$ cat src/rtl/single_port_mem_if.sv
`default_nettype none
// ============================================================================
// Module      : single_port_mem_if
// Description : Request/response bundle for the single-port memory.
//               master : drives wr_rd, valid, wdata, addr; observes rdata, ready
//               slave  : observes the request; drives rdata, ready
// Revision    : 1.0 - initial release
// ============================================================================
interface single_port_mem_if #(
    parameter int DATA_WIDTH = 8,
    parameter int ADDR_WIDTH = 4
);
    logic                  wr_rd;   // 1 = write, 0 = read
    logic                  valid;   // request strobe
    logic [DATA_WIDTH-1:0] wdata;   // write data
    logic [ADDR_WIDTH-1:0] addr;    // word address
    logic [DATA_WIDTH-1:0] rdata;   // registered read data
    logic                  ready;   // registered accept indication

    modport master (
        output wr_rd, valid, wdata, addr,
        input  rdata, ready
    );

    modport slave (
        input  wr_rd, valid, wdata, addr,
        output rdata, ready
    );
endinterface
`default_nettype wire

$ cat src/rtl/single_port_mem.sv
`default_nettype none
// ============================================================================
// Module      : single_port_mem
// Description : Single-port synchronous memory, one transfer per cycle.
//               Writes land at the accepting edge; reads return data on rdata
//               one cycle after the request. Reset clears every word.
// Ports       : clk  - clock, rising edge
//               rst  - synchronous active-high reset
//               bus  - single_port_mem_if slave (wr_rd, valid, wdata, addr,
//                      rdata, ready)
// Revision    : 1.0 - initial release
// ============================================================================
module single_port_mem #(
    parameter int DATA_WIDTH = 8,
    parameter int ADDR_WIDTH = 4,
    parameter int DEPTH      = 2 ** ADDR_WIDTH
) (
    input  wire                clk,
    input  wire                rst,
    single_port_mem_if.slave   bus
);

    logic [DATA_WIDTH-1:0] mem_q [DEPTH];
    logic [DATA_WIDTH-1:0] rdata_q;
    logic [DATA_WIDTH-1:0] rdata_d;
    logic                  ready_q;
    logic                  ready_d;
    logic                  wr_en_d;

    // A transfer needs the previously registered ready, so a request in the
    // first cycle after reset (ready still 0) is dropped.
    always_comb begin
        ready_d = 1'b1;
        rdata_d = rdata_q;
        wr_en_d = 1'b0;
        if (bus.valid && ready_q) begin
            if (bus.wr_rd) begin
                wr_en_d = 1'b1;
            end else begin
                rdata_d = mem_q[bus.addr];
            end
        end
    end

    // Reset wins over any request on the same edge and wipes the whole array.
    always_ff @(posedge clk) begin
        if (rst) begin
            for (int i = 0; i < DEPTH; i++) begin
                mem_q[i] <= '0;
            end
            rdata_q <= '0;
            ready_q <= 1'b0;
        end else begin
            if (wr_en_d) begin
                mem_q[bus.addr] <= bus.wdata;
            end
            rdata_q <= rdata_d;
            ready_q <= ready_d;
        end
    end

    assign bus.rdata = rdata_q;
    assign bus.ready = ready_q;

endmodule
`default_nettype wire

$ cat src/flat_wrapper.sv
// flat-port wrapper written by rule: the top's interface ports become plain ports
module single_port_mem_flat 
#(
    parameter int DATA_WIDTH = 8,
    parameter int ADDR_WIDTH = 4,
    parameter int DEPTH      = 2 ** ADDR_WIDTH
)
  (clk, rst, bus_wr_rd, bus_valid, bus_wdata, bus_addr, bus_rdata, bus_ready);
  single_port_mem_if #(.DATA_WIDTH(DATA_WIDTH), .ADDR_WIDTH(ADDR_WIDTH)) bus_i ();
  input  wire clk;
  input  wire rst;
  input wire logic [$bits(bus_i.wr_rd)-1:0] bus_wr_rd;
  input wire logic [$bits(bus_i.valid)-1:0] bus_valid;
  input wire logic [$bits(bus_i.wdata)-1:0] bus_wdata;
  input wire logic [$bits(bus_i.addr)-1:0] bus_addr;
  output wire logic [$bits(bus_i.rdata)-1:0] bus_rdata;
  output wire logic [$bits(bus_i.ready)-1:0] bus_ready;
  assign bus_i.wr_rd = bus_wr_rd;
  assign bus_i.valid = bus_valid;
  assign bus_i.wdata = bus_wdata;
  assign bus_i.addr = bus_addr;
  assign bus_rdata = bus_i.rdata;
  assign bus_ready = bus_i.ready;
  single_port_mem #(.DATA_WIDTH(DATA_WIDTH), .ADDR_WIDTH(ADDR_WIDTH), .DEPTH(DEPTH)) u_core (.clk(clk), .rst(rst), .bus(bus_i));
endmodule
$ cat config.mk
export PLATFORM = sky130hd
export DESIGN_NAME = single_port_mem_flat
export DESIGN_NICKNAME = d
export VERILOG_FILES = /design/src/rtl/single_port_mem_if.sv /design/src/rtl/single_port_mem.sv /design/src/flat_wrapper.sv
export SDC_FILE = /design/constraint.sdc
export NUM_CORES = 1
export LEC_CHECK = 0
export CORE_ASPECT_RATIO = 2
export CORE_MARGIN = 3
export CORE_UTILIZATION = 50
export CTS_CLUSTER_DIAMETER = 50
export DETAILED_ROUTE_END_ITERATION = 7
export PLACE_DENSITY = 0.68
export SLEW_MARGIN = 20
export SYNTH_ARGS = -nofsm -noshare
export SYNTH_HDL_FRONTEND = slang
export SYNTH_SLANG_ARGS = --single-unit
$ cat constraint.sdc
create_clock -name clk -period 7.75 [get_ports clk]
set_input_delay 1.9375 -clock clk [delete_from_list [all_inputs] [get_ports clk]]
set_output_delay 1.9375 -clock clk [all_outputs]
set_load 0.03 [all_outputs]
Word-level counts from Yosys, hierarchy flattened
Memory sizes are Yosys's and may differ from the RTL's. A register that Yosys moved wholly into a read port is not among the register bits.
Index checks and enable logic that the tools add are counted.
Word-level totals
  flip-flop bits (word level): 1
  RAM bits: 128
  input bits: 16
  output and inout bits: 9
  logic and storage cells: 17
  memories kept: 1
Memory list
  u_core.mem_q: words 16, bits a word 8, rd ports 1, clocked after Yosys merged registers in 1, wr ports 16, line single_port_mem.sv:23  | logic [DATA_WIDTH-1:0] mem_q [DEPTH];
Cells by class
  muxes and demuxes: 11
  bitwise gates (word level): 1
  reduce and logical (&&, ||, !) cells: 3
Operator list (number)
  $mux W1: 9
  $mux W8: 1
  $reduce_or A8 Y1: 1
  $mux W4: 1
  $reduce_and A2 Y1: 1
  $logic_and A1 B1 Y1: 1
  $not A1 Y1: 1

Longest topological paths before layout
Gate-level depths: netlist of the first run.
  word-level depth: 7
  gate-level depth with buffers: 7
  mapped depth without buffers: 4

Worst setup path after synthesis of the first run
Ideal clock, no wire load.
  kind: input to register
  start point: input port rst
  end point: memory u_core.mem_q[3][0] (enable)
  setup time: 0.384 ns
  data arrival time: 3.498 ns
  data required time: 7.366 ns
  setup slack: 3.868 ns
  stages: 5
  buffers on the path: 2
  cell sequence: buf_6 > and4b_1 > or3b_1 > buf_6 > o21ai_0
RTL lines
  from (decl): line flat_wrapper.sv:11  | input wire rst;
  to (decl): line single_port_mem.sv:23

==> qor.txt, run 1 <==
Maximum vdd drop - 0.205 mV
Count of hold-fix buffers inserted at cts - 0
Data arrival at the endpoint of the critical path - 4.54 ns
Final setup skew - 0.00808 ns
Layout cell share with drive strength beyond 1 - 9.22%
Insertion delay of the later-clocked pin in the worst-skew pair - 0.41 ns
Residual antenna-violating net count after detailed routing - 0
Full die area - 14100 um2
Violation count after the first detailed-route iteration - 281
Routed wire length - 14600 um
# Post-CTS Setup Buffers - 0
Critical path start-end classification - input pin to flip-flop
Initial antenna violation count - 0
Post-detailed-route via-to-cell ratio - 5.74
Count of standard-cell rows - 57
Setup crit start kind - input pin
Setup slack of the critical path after layout - 3.24 ns
Post-Synthesis Net Count - 477
Post-layout nets - 492
Final count of pins violating max slew - 0
Flop pwr share - 45.7%
Final-report setup violation count - 0
Number of flip-flops and latches in the synthesized netlist - 137
Xor/xnor share of the synthesized area - 0%
Clock network fraction of total power - 48.5%
Starting density of the core - 51.5%
Share of the synthesized area in compound gates (AO/OA/AOI/OAI) - 5.43%
Accumulated negative setup slack - 0 ns
Number of placed I/O pins - 25
YS warnings - 0
GRT Overall Usage - 22.4%
Number of standard cells after synthesis - 461
Number of buffers created by CTS - 17
Post-route clock period utilization - 58.2%
Remaining max-slew budget at the tightest pin - 27.2%
Maxcap violations - 0
Non-filler cells, final - 635
Area share of the leading cell type in the synthesized netlist - 60.9%
Area grow syn2layout - 14.5%
Clock slew at the register clock pins of the worst setup and hold paths - 0.06 ns
Fill cells - 983
Int Power - 1.46 mW
Dominant cells by area after synthesis - edfxtp_1, and2_1, mux2i_1
Post-synthesis share of cell area spent on and, or, nand and nor gates - 17.8%
Number of distinct library cells after synthesis - 29
Combinational Power Share - 5.8%
Inserted Diodes - 0
CTS Root Cell - clkbuf_16
Maximum clock insertion buffer count - 2
DR vias - 3647
Chip Width - 85.5 um
Most area-hungry cell type in the Yosys netlist - edfxtp_1
Hold Fails Final Rpt - 0
Util after Layout - 59.0%
RSZ-0062 raised after global routing - no
Final critical path time including I/O delays and setup - 4.51 ns
Result of the run - completed
Maximum number of pins on one net before global-route repair - 42
Adder-cell area share of the yosys netlist - 0%
Placed Cells - 604
Reg-to-reg slack, setup - 5.17 ns
PD cells - 253 nW/um2
Global-route wire length before repair - 22300 um
Actual slew at the worst max-slew pin - 1.08 ns
Switch Pwr - 368 uW
Multiplexer area fraction after synthesis - 10.5%
Upper clock frequency limit - 0.222 GHz
Largest fanout on the critical path - 10
Htree depth - 4
Setup Slack @ Placement - 2.89 ns
Leakage component of the power - 2.71 nW
Detailed-router iteration count before antenna repair - 4
Proportion of total power due to net switching - 20.1%
Global route total overflow - 0
Register area share after synthesis - 63.7%
Clock tree from TritonCTS - yes
Sink count of the clock tree - 137
Vias in the first global route - 3854
Half-perimeter wire length of the detailed placement result - 10000 um
Hold WC Path Type - flip-flop to flip-flop
Dominant combinational cell family by area after synthesis - simple AND/OR/NAND/NOR gates
DRC - 0
Count of instances resized after the clock tree is built - 0
Area of the core - 12300 um2
Synthesized area per cell - 13.7 um2
Count of buffers inserted at the top-level ports - 24
Mapped Area - 6320 um2
Die Span Y - 165 um
Drt wl/cell - 23.0 um
Data required, critical path - 7.78 ns
Routability cong. - 0.860
Kind of end point of the critical path - flip-flop
-- path summary, 6_finish.rpt --
path                                            end  cells after the start                 from
worst max-delay path             u_core.mem_q[1][7]                      4                  rst
worst min-delay path            u_core.bus.rdata[3]                      2  u_core.bus.rdata[3]
worst max register to register   u_core.mem_q[1][7]                      3     u_core.bus.ready
worst min register to register  u_core.bus.rdata[3]                      2  u_core.bus.rdata[3]
-- power groups by stage --
stage | clock network [mW] | registers (mW) | logic [mW]
after detailed placement | 0 | 0.852 | 0.105
after CTS | 0.896 | 0.837 | 0.105
after global placement | 0 | 0.851 | 0.103
final | 0.888 | 0.836 | 0.106
after global routing | 0.921 | 0.838 | 0.113
after floorplan | 0 | 0.852 | 0.0632
-- sequential cells by signal, indices dropped and copies added (netlist names) --
| signal | count |
|---|---|
| u_core.mem_q | 128 |
| u_core.bus.ready | 1 |
| u_core.bus.rdata | 8 |
-- area by class of cell --
class / count / area (um2) / share of cell area, %
tap: 147 / 184 / 2.54
inverter: 1 / 3.75 / 0.0519
clock inverter: 14 / 228 / 3.15
timing repair buffer: 25 / 238 / 3.29
multi-input combinational: 294 / 2130 / 29.5
clock buffer: 17 / 425 / 5.88
sequential: 137 / 4020 / 55.6
-- synth_stat cells --
library cell and count:
dfxtp_1 9, or2_1 1, edfxtp_1 128, mux4_2 9, and4b_1 1, o32ai_1 4
inv_1 1, clkbuf_1 15, nand2b_1 1, or2b_1 1, and2_1 129, nor3_1 2
mux2i_1 46, nand3_1 5, nor2_1 28, o21ai_0 21, buf_2 6, nor2b_1 1
or3b_1 3, buf_4 5, a2bb2oi_1 3, o22ai_1 10, a311oi_1 8, nand2_1 5
nand3b_1 6, nor2_4 4, buf_6 3, a221oi_1 5, nor4_1 1
-- cell usage in the layout, fill, tap and decap left out, types with 6 or more instances in the layout --
| cell type | n |
|---|---|
| nor2_1 | 28 |
| clkbuf_16 | 17 |
| a311oi_1 | 8 |
| and2_1 | 129 |
| mux4_2 | 9 |
| nand3b_1 | 6 |
| clkdlybuf4s50_1 | 22 |
| o21ai_1 | 6 |
| edfxtp_1 | 128 |
| dfxtp_1 | 9 |
| o21ai_0 | 15 |
| o22ai_1 | 10 |
| bufinv_16 | 6 |
| mux2i_1 | 46 |
-- kinds of logic after synthesis --
logic type / Yosys count
buffers and inverters: 30
AO/OA/AOI/OAI: 51
AND/OR/NAND/NOR: 188
multiplexers: 55
flip-flops: 137
-- per-layer routing --
| layer | GRT usage (%) | vias to the layer above | share of wire (%) |
|---|---|---|---|
| li1 | - | 1728 | - |
| met1 | 22.8 | 1767 | 35 |
| met2 | 41.7 | 120 | 56 |
| met3 | 5.04 | 32 | 5.1 |
| met4 | 11.3 | 0 | 3.9 |
| met5 | 0 | - | 0 |
-- per-stage QoR --
step	cell area, um2	power [mW]	hold slack [ns]
after floorplan	6320	0.915	0.614
after global placement	6580	0.954	0.488
after detailed placement	6580	0.956	0.490
after CTS	7230	1.84	0.497
after global routing	7230	1.87	0.517
final	7230	1.83	0.493
-- worst max-delay path, cell delays in order --
cell and delay (ns):
clkdlybuf4s50_1 0.59, and4b_1 0.44, or3b_1 0.63, o21ai_0 0.94
No activity file was read; power rests on OpenSTA's default activity.
==> inputs of run 2 (changes only) <==
clock period = 4.56 ns   (was 7.75 ns; I/O delays follow)
==> run 2 against run 1 <==
Effect of this change:
- worst setup slack worse by 1.8 ns
- design area rose by 1.2%
- critical path depth grew 1
- sequential power up 70%
- critical path type unchanged
- final cell count is 2.8% higher
- core utilization increased by 0.69 points
- largest power group is now sequential cells
- sequential share of layout area down 0.65 points
- routed wire length decreased by 2.4%
==> qor.txt, run 2 (same netlist as run 1, synthesis figures left out) <==
Placed Cells - 621 (was 604)
Routed wire length - 14300 um (was 14600 um)
Die Span Y - 165 um (unchanged)
Count of buffers inserted at the top-level ports - 24 (unchanged)
Starting density of the core - 51.5% (unchanged)
Kind of end point of the critical path - flip-flop (unchanged)
Number of placed I/O pins - 25 (unchanged)
Count of standard-cell rows - 57 (unchanged)
Data required, critical path - 4.67 ns (was 7.78 ns)
Global route total overflow - 0 (unchanged)
Clock tree from TritonCTS - yes (unchanged)
Violation count after the first detailed-route iteration - 228 (was 281)
Critical path's largest stage delay - 0.63 ns (was 0.94 ns)
Htree depth - 4 (unchanged)
Area grow syn2layout - 15.9% (was 14.5%)
Layout cell share with drive strength beyond 1 - 12.3% (was 9.22%)
Most common library cell in the layout ignoring fill and taps - and2_1 (unchanged)
Most frequent cells in the layout - and2_1, edfxtp_1, mux2i_1, nor2_1, clkdlybuf4s50_1 (unchanged)
Hold Fails Final Rpt - 0 (unchanged)
Post-route clock period utilization - 68.5%
Insertion delay of the later-clocked pin in the worst-skew pair - 0.41 ns (about the same)
Actual slew at the worst max-slew pin - 1.05 ns (was 1.08 ns)
Final-report setup violation count - 0 (unchanged)
Maximum number of pins on one net before global-route repair - 42 (unchanged)
Area of the core - 12300 um2 (unchanged)
RSZ-0062 raised after global routing - no (unchanged)
Result of the run - completed (unchanged)
Sink count of the clock tree - 137 (unchanged)
Maximum clock insertion buffer count - 2 (unchanged)
Data arrival at the endpoint of the critical path - 3.24 ns (was 4.54 ns)
Remaining max-slew budget at the tightest pin - 30.1% (was 27.2%)
Leakage component of the power - 2.76 nW (was 2.71 nW)
Maxcap violations - 0 (unchanged)
DRC - 0 (unchanged)
Setup slack of the critical path after layout - 1.44 ns (was 3.24 ns)
Setup Slack @ Placement - 0.959 ns (was 2.89 ns)
Number of buffers created by CTS - 17 (unchanged)
Full die area - 14100 um2 (unchanged)
PD cells - 412 nW/um2 (was 253 nW/um2)
Accumulated negative setup slack - 0 ns (unchanged)
CTS Root Cell - clkbuf_16 (unchanged)
Global-route wire length before repair - 22000 um (was 22300 um)
Drt wl/cell - 21.8 um (was 23.0 um)
Cells traversed along the worst timing path - clkdlybuf4s50_1 > and4b_1 > or3b_1 > o21ai_0 > buf_4 (was clkdlybuf4s50_1 > and4b_1 > or3b_1 > o21ai_0)
DR vias - 3751 (was 3647)
Initial antenna violation count - 0 (unchanged)
Final critical path time including I/O delays and setup - 3.12 ns
Largest fanout on the critical path - 10 (unchanged)
Count of hold-fix buffers inserted at cts - 0 (unchanged)
Number of flip-flops in the largest register - 128 (unchanged)
Upper clock frequency limit - 0.320 GHz
Hold WC Path Type - flip-flop to flip-flop (unchanged)
# Post-CTS Setup Buffers - 0 (unchanged)
Storage element area - 4020 um2 (unchanged)
Critical path start-end classification - input pin to flip-flop (unchanged)
Routability cong. - 0.812 (was 0.860)
Detailed-router iteration count before antenna repair - 7 (was 4)
Util after Layout - 59.7% (was 59.0%)
Final setup skew - 0.00581 ns (was 0.00808 ns)
Half-perimeter wire length of the detailed placement result - 9880 um (was 10000 um)
Non-filler cells, final - 653 (was 635)
Count of instances resized after the clock tree is built - 0 (unchanged)
Residual antenna-violating net count after detailed routing - 0 (unchanged)
Final count of pins violating max slew - 0 (unchanged)
Chip Width - 85.5 um (unchanged)
Vias in the first global route - 3936 (was 3854)
Maximum vdd drop - 0.340 mV (was 0.205 mV)
GRT Overall Usage - 21.7% (was 22.4%)
Inserted Diodes - 0 (unchanged)
Post-layout nets - 509 (was 492)
Fill cells - 969 (was 983)
Setup crit start kind - input pin (unchanged)
Post-detailed-route via-to-cell ratio - 5.74 (about the same)
Clock slew at the register clock pins of the worst setup and hold paths - 0.06 ns (about the same)
CP max-delay cell - or3b_1 (was o21ai_0)
Total area of multi-input combinational cells - 2130 um2 (unchanged)
Largest register by flop count - u_core.mem_q (unchanged)
run 2: worst max-delay path, delay by kind of cell:
kind | cells | cell delay (ns)
AND/OR/NAND/NOR | 2 | 1.05
AO/OA/AOI/OAI | 1 | 0.26
buffers and inverters | 2 | 0.78
run 2: routing by layer:
metal | vias to the layer above | track usage, % | part of all wire, %
met5 | - | 0 | 0
met4 | 0 | 13.5 | 5.0
met3 | 31 | 4.09 | 4.2
met2 | 103 | 38.6 | 54
met1 | 1864 | 23.4 | 37
li1 | 1753 | - | -
run 2: worst paths after layout:
check	startpoint	to	slack, ns	cells after the start
worst max register to register	u_core.bus.ready	u_core.mem_q[0][6]	2.53	4
worst max-delay path	rst	u_core.mem_q[0][6]	1.44	5
worst min register to register	u_core.bus.rdata[0]	u_core.bus.rdata[0]	0.50	2
worst min-delay path	u_core.bus.rdata[0]	u_core.bus.rdata[0]	0.50	2
run 2: metrics by stage:
| step | hold WS (ns) | total power [mW] | area, um2 |
|---|---|---|---|
| after floorplan | 0.614 | 1.55 | 6320 |
| after global placement | 0.492 | 1.63 | 6710 |
| after detailed placement | 0.496 | 1.63 | 6710 |
| after CTS | 0.504 | 3.03 | 7320 |
| after global routing | 0.534 | 3.10 | 7320 |
| final | 0.502 | 3.01 | 7320 |
run 2: area by class of cell:
| class | instances | area share (%) |
|---|---|---|
| Sequential cell | 137 | 55.0 |
| Multi-Input combinational cell | 294 | 29.1 |
| Clock buffer | 19 | 5.92 |
| Timing Repair Buffer | 42 | 4.99 |
| Tap cell | 147 | 2.51 |
| Clock inverter | 13 | 2.43 |
| Inverter | 1 | 0.0513 |
run 2: power by group:
part           internal, mW  leakage [nW]  switching (mW)
clock                 0.909         0.286           0.497
combinational        0.0691          1.02           0.121
sequential             1.41          1.45          0.0125
